**src/rtl/updown_button_ctrl.sv**
```systemverilog
// Pushbutton front end for the 8-bit up/down counter: per-button sync + debounce,
// then a hold/repeat/lockout FSM that emits mutually exclusive one-cycle up/down strobes.

module updown_btn_filter #(
    parameter int DEBOUNCE_CYCLES = 1000000
) (
    input  logic clock,
    input  logic reset,
    input  logic raw,
    output logic level
);
    localparam int CW = $clog2(DEBOUNCE_CYCLES);

    logic [1:0]    sync;
    logic [CW-1:0] cnt;

    // sync[1] is the synchronised sample; level only follows it after a full stable run
    always_ff @(posedge clock or posedge reset) begin
        if (reset) begin
            sync  <= '0;
            cnt   <= '0;
            level <= 1'b0;
        end else begin
            sync <= {sync[0], raw};
            if (sync[1] == level) begin
                cnt <= '0;
            end else if (cnt == CW'(DEBOUNCE_CYCLES - 1)) begin
                level <= sync[1];
                cnt   <= '0;
            end else begin
                cnt <= cnt + CW'(1);
            end
        end
    end
endmodule

module updown_button_ctrl #(
    parameter int DEBOUNCE_CYCLES = 1000000,
    parameter int REPEAT_DELAY    = 50000000,
    parameter int REPEAT_PERIOD   = 10000000,
    parameter bit REPEAT_EN       = 1'b1
) (
    input  logic clock,
    input  logic reset,
    input  logic btn_up,
    input  logic btn_down,
    output logic up,
    output logic down,
    output logic busy
);
    localparam int TMAX = (REPEAT_DELAY > REPEAT_PERIOD) ? REPEAT_DELAY : REPEAT_PERIOD;
    localparam int TW   = $clog2(TMAX);

    typedef enum logic [1:0] {IDLE, HOLD_UP, HOLD_DN, LOCK} state_t;

    logic [1:0] raw_v;
    logic [1:0] lvl;
    logic       d_up, d_dn;

    assign raw_v = {btn_down, btn_up};

    for (genvar i = 0; i < 2; i++) begin : g_btn
        updown_btn_filter #(
            .DEBOUNCE_CYCLES(DEBOUNCE_CYCLES)
        ) u_flt (
            .clock(clock),
            .reset(reset),
            .raw  (raw_v[i]),
            .level(lvl[i])
        );
    end

    assign d_up = lvl[0];
    assign d_dn = lvl[1];

    state_t        state, state_nx;
    logic [TW-1:0] timer, timer_nx;
    logic          up_nx, down_nx;
    logic          own, other;

    always_ff @(posedge clock or posedge reset) begin
        if (reset) begin
            state <= IDLE;
            timer <= '0;
            up    <= 1'b0;
            down  <= 1'b0;
        end else begin
            state <= state_nx;
            timer <= timer_nx;
            up    <= up_nx;
            down  <= down_nx;
        end
    end

    always_comb begin
        state_nx = state;
        timer_nx = timer;
        up_nx    = 1'b0;
        down_nx  = 1'b0;
        own      = (state == HOLD_UP) ? d_up : d_dn;
        other    = (state == HOLD_UP) ? d_dn : d_up;
        case (state)
            IDLE: begin
                if (d_up && d_dn) begin
                    state_nx = LOCK;
                end else if (d_up) begin
                    up_nx    = 1'b1;
                    timer_nx = TW'(REPEAT_DELAY - 1);
                    state_nx = HOLD_UP;
                end else if (d_dn) begin
                    down_nx  = 1'b1;
                    timer_nx = TW'(REPEAT_DELAY - 1);
                    state_nx = HOLD_DN;
                end
            end
            HOLD_UP, HOLD_DN: begin
                // release beats lockout, lockout beats a due repeat
                if (!own) begin
                    state_nx = IDLE;
                end else if (other) begin
                    state_nx = LOCK;
                end else if (timer == '0) begin
                    if (REPEAT_EN) begin
                        up_nx    = (state == HOLD_UP);
                        down_nx  = (state == HOLD_DN);
                        timer_nx = TW'(REPEAT_PERIOD - 1);
                    end
                end else begin
                    timer_nx = timer - TW'(1);
                end
            end
            LOCK: begin
                if (!d_up && !d_dn) state_nx = IDLE;
            end
            default: state_nx = IDLE;
        endcase
    end

    assign busy = (state != IDLE);
endmodule

```
**config.mk**
```make
export PLATFORM = sky130hd
export DESIGN_NAME = updown_button_ctrl
export DESIGN_NICKNAME = d
export VERILOG_FILES = /design/src/rtl/updown_button_ctrl.sv
export SDC_FILE = /design/constraint.sdc
export NUM_CORES = 1
export LEC_CHECK = 0
export CAP_MARGIN = 20
export CORE_AREA = 2 2 106 108
export DETAILED_ROUTE_END_ITERATION = 10
export DIE_AREA = 0 0 108 110
export GPL_TIMING_DRIVEN = 0
export PLACE_DENSITY_LB_ADDON = 0.15
export SKIP_LAST_GASP = 1
export SYNTH_ARGS = -nofsm -noshare
export SYNTH_HDL_FRONTEND = slang
export SYNTH_HIERARCHICAL = 1
export SYNTH_SLANG_ARGS = --single-unit
```
**constraint.sdc**
```tcl
create_clock -name clock -period 2.62 [get_ports clock]
set_input_delay 0.393 -clock clock [delete_from_list [all_inputs] [get_ports clock]]
set_output_delay 0.393 -clock clock [all_outputs]
set_load 0.05 [all_outputs]
```
Yosys cells after proc, flatten, opt, wreduce, memory -nomap -nowiden
Cells that the tools add are included.
{"block": "classes", "n_addsub": 3, "eq_ne": 14, "muxes": 33, "n_bitwise": 2, "reduce_logical": 13}
{"op": "$mux 26", "n": 6}
{"op": "$mux 20", "n": 4}
{"op": "$pmux 26 s2", "n": 1}
{"op": "$add 20x1->20 const B", "n": 2}
{"op": "$eq 20x20->1 const B", "n": 2}
{"op": "$logic_not 26->1", "n": 1}
{"op": "$sub 26x1->26 const B", "n": 1}
{"op": "$mux 1", "n": 13}
{"op": "$mux 2", "n": 6}
{"op": "$ne 2x2->1 const B", "n": 4}
{"op": "$pmux 2 s3", "n": 1}
{"op": "$reduce_and 5->1", "n": 1}
{"op": "$eq 2x2->1 const B", "n": 2}
{"op": "$ne 4x2->1 const B", "n": 1}
{"op": "$pmux 1 s2", "n": 2}
{"op": "$reduce_and 2->1", "n": 2}
{"op": "$reduce_bool 2->1", "n": 2}
{"op": "$ne 3x1->1 const B", "n": 1}
{"op": "$ne 3x3->1 const B", "n": 1}
{"op": "$reduce_and 3->1", "n": 1}
{"op": "$eq 1x1->1", "n": 2}
{"op": "$eq 2x1->1 const B", "n": 1}
{"op": "$logic_and 1x1->1", "n": 2}
{"op": "$logic_not 1->1", "n": 2}
{"op": "other kinds (3)", "n": 4}
{"block": "word_totals", "reg_bits": 76, "in_bits": 4, "output_inout_bits": 3, "elab_cells": 75}

Longest topological paths before layout
{"block": "logic_depth", "ltp_word": 5, "ltp_mapped": 9}

By module
The synthesis kept the hierarchy.
{"mod": "updown_btn_filter", "instances": 2, "cells_per_inst": 109, "area_each_um2": 1118.6, "seq_area_each_um2": 575.6}
{"mod": "updown_button_ctrl", "instances": 1, "cells_per_inst": 215, "area_each_um2": 1941.9, "seq_area_each_um2": 750.7}

Worst setup path after synthesis
OpenSTA, ideal clock, no wires.
{"block": "synth_timing", "kind": "register to register", "startpoint": "register timer[9]", "endpoint": "register timer[25]", "setup_time_ns": 0.121, "arrival_time_ns": 2.425, "required_ns": 2.499, "setup_slack_ns": 0.074, "stages_incl_launch_ff": 8, "n_path_buf": 2, "cell_sequence": "dfrtp_1 buf_6 or4_4 or4_4 buf_6 nor4b_4 o21ba_1 o22a_1"}
{"block": "synth_between", "elab_chain_cells": 5, "elab_cells_between_ends": 6, "classes_between": "1 x add/sub; 4 x mux; 1 x reduce/logical"}
{"element": "start: declaration", "line_no": "77", "rtl": "logic [TW-1:0] timer, timer_nx;"}
{"element": "start signal: assignment", "line_no": "89", "rtl": "timer <= timer_nx;"}
{"element": "$sub 26x1->26 / $logic_not 26->1 (equally long branches)", "line_no": "129, 122"}
{"element": "$mux 26 *", "line_no": "122", "rtl": "end else if (timer == '0) begin"}
{"element": "$mux 26 *", "line_no": "120", "rtl": "end else if (other) begin"}
{"element": "$mux 26 *", "line_no": "118", "rtl": "if (!own) begin"}
{"element": "$pmux 26 s2 *", "line_no": "102", "rtl": "case (state)"}
Every way passes the cells marked *; elsewhere a longest branch is shown, timed or not. The select of a mux whose other input is x is not followed.
A chain may end at the register's enable or synchronous reset.

Final worst setup path
{"block": "layout_timing", "startpoint": "register timer[10]", "endpoint": "register timer[25]"}
The elaborated chain is that of the path after synthesis.

==> flow_summary.yaml <==
outcome:
  status: "completed"
floorplanning:
  core.rowCount: 38
  boundaryPins: 7
  core_area_mm2: 0.01070
  fp.dieH_um: 110
  fp.dieW_um: 108
  start_util_pct: 39.06
  dieArea_mm2: 0.01188
timing:
  hold_viol_final: 0
  worst_hold_slack_ns: 0.3685
  finalSetupViolations: 0
  clock_skew_ns: 0.007298
  fmax_ghz: 0.3950
  fin_crit_ns: 2.532
  tightest_slew_ns: 0.8695
  drv_slew: 0
  fin_ws_ns: 0.08838
  fin_crit_sh_pct: 96.63
  rsz0062_at_grt: "no"
  relSlewSlack_pct: 41.97
layout:
  final_area_mm2: 0.004712
  nNetsFinal: 467
  drive_gt1_share_pct: 11.14
  n_antenna_cell: 0
  n_fill_cell: 1067
  layout.cells.non_filler: 598
  area_growth_pct: 12.75
placed_design:
  routabilityCongestion: 0.8466
  portBuffers: 6
  place_area_mm2: 0.004442
  dp.final_hpwl_mm: 6.395
  place_inst: 580
  post-place-ws_ns: -0.2910
detailed_routing:
  drt-initial-drc-count: 178
  dr_total_vias: 3293
  post_drt_wl_per_cell_um: 15.23
  drtAntennaViolNets: 0
  dr.pass1.iters: 4
  routed_via_density: 5.507
  drc: 0
  finalWirelength_mm: 9.107
logic_synthesis:
  ys_types: 61
  synth_top_area_cell: "dfrtp_1"
  synth-edff-count: 0
  ys_ff_latch: 76
  netlist_instances: 433
  ys_warn_count: 6
  syn-mean-instance-area_um2: 9.651
  ys_async_sr_fraction_pct: 100.0
  ys.flop_type: "dfrtp_1"
  synth_area_leaders: "dfrtp_1 (46%), xnor2_1 (4.8%), nor2_1 (4.3%), o21ai_0 (2.9%), ha_1 (2.7%)"
  synth_most_common_cell: "dfrtp_1"
  yosysSeqAreaShare_pct: 45.51
  synth.top_cell.area_share_pct: 45.51
  synth.net_count: 446
  synth_common_cells: "dfrtp_1 (76), nor2_1 (48), o21ai_0 (24)"
  netlist_area_mm2: 0.004179
pwr:
  cellPowerDensity_mw_per_mm2: 453.6
  peakVddDrop_mv: 0.2730
  p_leak_nw: 2.039
  power_w: 0.002138
worst_setup_path:
  cp-start-kind: "flop"
  crit_arrival_ns: 2.79
  end_kind: "flop"
  cp.required_ns: 2.88
  cp_max_fo: 8
  critical_path_class: "flop to flop"
clocking:
  cts-root-buf: "clkbuf_8"
  clk_pin_slew_worst_paths_ns: 0.08
  cts_tree: "done"
  insertion_delay_ns: 0.37
  htree_levels: 3
  clockBufferDepth: 2
  cts_buffers: 9
  clkSinkCount: 76
grt:
  grt_max_degree: 24
  antenna_found_initial: 0
  grt_pass1_wl_mm: 16.10
  grt_pass1_vias: 3304
  grtUsageTotal_pct: 17.50
  overflow: 0
job:
  cap_violations: 0
worst_hold_path:
  hp-class: "flop to flop"
## layout by cell type (no fill, tap or decap), drive strengths merged, types with 9 or more instances in the layout
cell and n:
dfrtp 76, nor2 48, o21ai 27, xnor2 23
nand2 22, a21oi 22, inv 21, nor3 21
nor4 20, clkbuf 18, nand3 16, buf 12
or4 11, nand4 11, xor2 10, ha 9
## cell families (layout without fill, tap and decap cells)
kind of cell / after synthesis / after routing / synth area share [%]
XOR/XNOR: 33 / 33 / 6.916
multiplexers: 7 / 7 / 1.737
AND/OR/NAND/NOR: 186 / 186 / 25.81
AO/OA/AOI/OAI: 87 / 87 / 13.53
flip-flops: 76 / 76 / 45.51
buffers and inverters: 35 / 60 / 3.803
adder cells (fa/ha/maj): 9 / 9 / 2.695
## through the flow
step	utilization, %	setup TNS (ns)
floorplan	-	0
global placement	41.26	-2.561
detailed placement	41.52	-3.343
CTS	43.79	-0.1022
global route	44.05	0
finish	44.05	0
## worst paths after layout
kind                                              from                      to  slack [ns]  depth (start not counted)
worst max-delay path                         timer[10]               timer[25]        0.09                          7
worst min-delay path            g_btn[1].u_flt/sync[0]  g_btn[1].u_flt/sync[1]        0.37                          0
worst max register to register               timer[10]               timer[25]        0.09                          7
worst min register to register  g_btn[1].u_flt/sync[0]  g_btn[1].u_flt/sync[1]        0.37                          0
max in group asynchronous                        reset   g_btn[0].u_flt/cnt[3]        1.42                          2
min in group asynchronous                        reset                timer[6]        0.47                          2
## sequential cells by signal, indices dropped and copies added (netlist names)
signal             count
g_btn.u_flt/cnt       40
timer                 26
state                  2
down                   1
g_btn.u_flt/sync       4
g_btn.u_flt/level      2
up                     1
## power by group
part           internal [W]  switching (W)
Sequential          0.00118      0.0000101
Combinational     0.0000181      0.0000417
Clock              0.000461       0.000424
Total               0.00166       0.000476
## layer usage
layer  wire, µm  track usage (%)  vias up
met2       4185            27.31       46
li1           -                -     1636
met1       4388            23.29     1597
met5          0                0        -
met4        188            8.242        0
met3        346            3.762       14
## critical path, cell delays in order (launching register included)
cell,delay (ns)
dfrtp_1,0.44
or4_4,0.58
or4_4,0.50
buf_6,0.15
nor4b_4,0.25
buf_6,0.18
o21ba_1,0.15
o22a_1,0.17
## area by class of cell
cell class | count | area [µm²] | area share (%)
clock inverters | 2 | 35.03 | 0.7435
plain buffers | 12 | 76.32 | 1.620
repair buffers | 12 | 141.4 | 3.001
well taps | 140 | 175.2 | 3.717
multi-input cells | 322 | 2155 | 45.72
flip-flops and latches | 76 | 1902 | 40.36
clock buffers | 13 | 148.9 | 3.160
inverters | 21 | 78.83 | 1.673
## what timing repair did
| item | 4_1_cts | 5_1_grt |
|---|---|---|
| gates resized for setup | 6 | 7 |
| endpoints found under the setup margin | 22 | 25 |
| setup buffers | 3 | 2 |
| pin swaps | 2 | 2 |
| hold buffers | 0 | 0 |
Power figures use the tool's default switching activity.
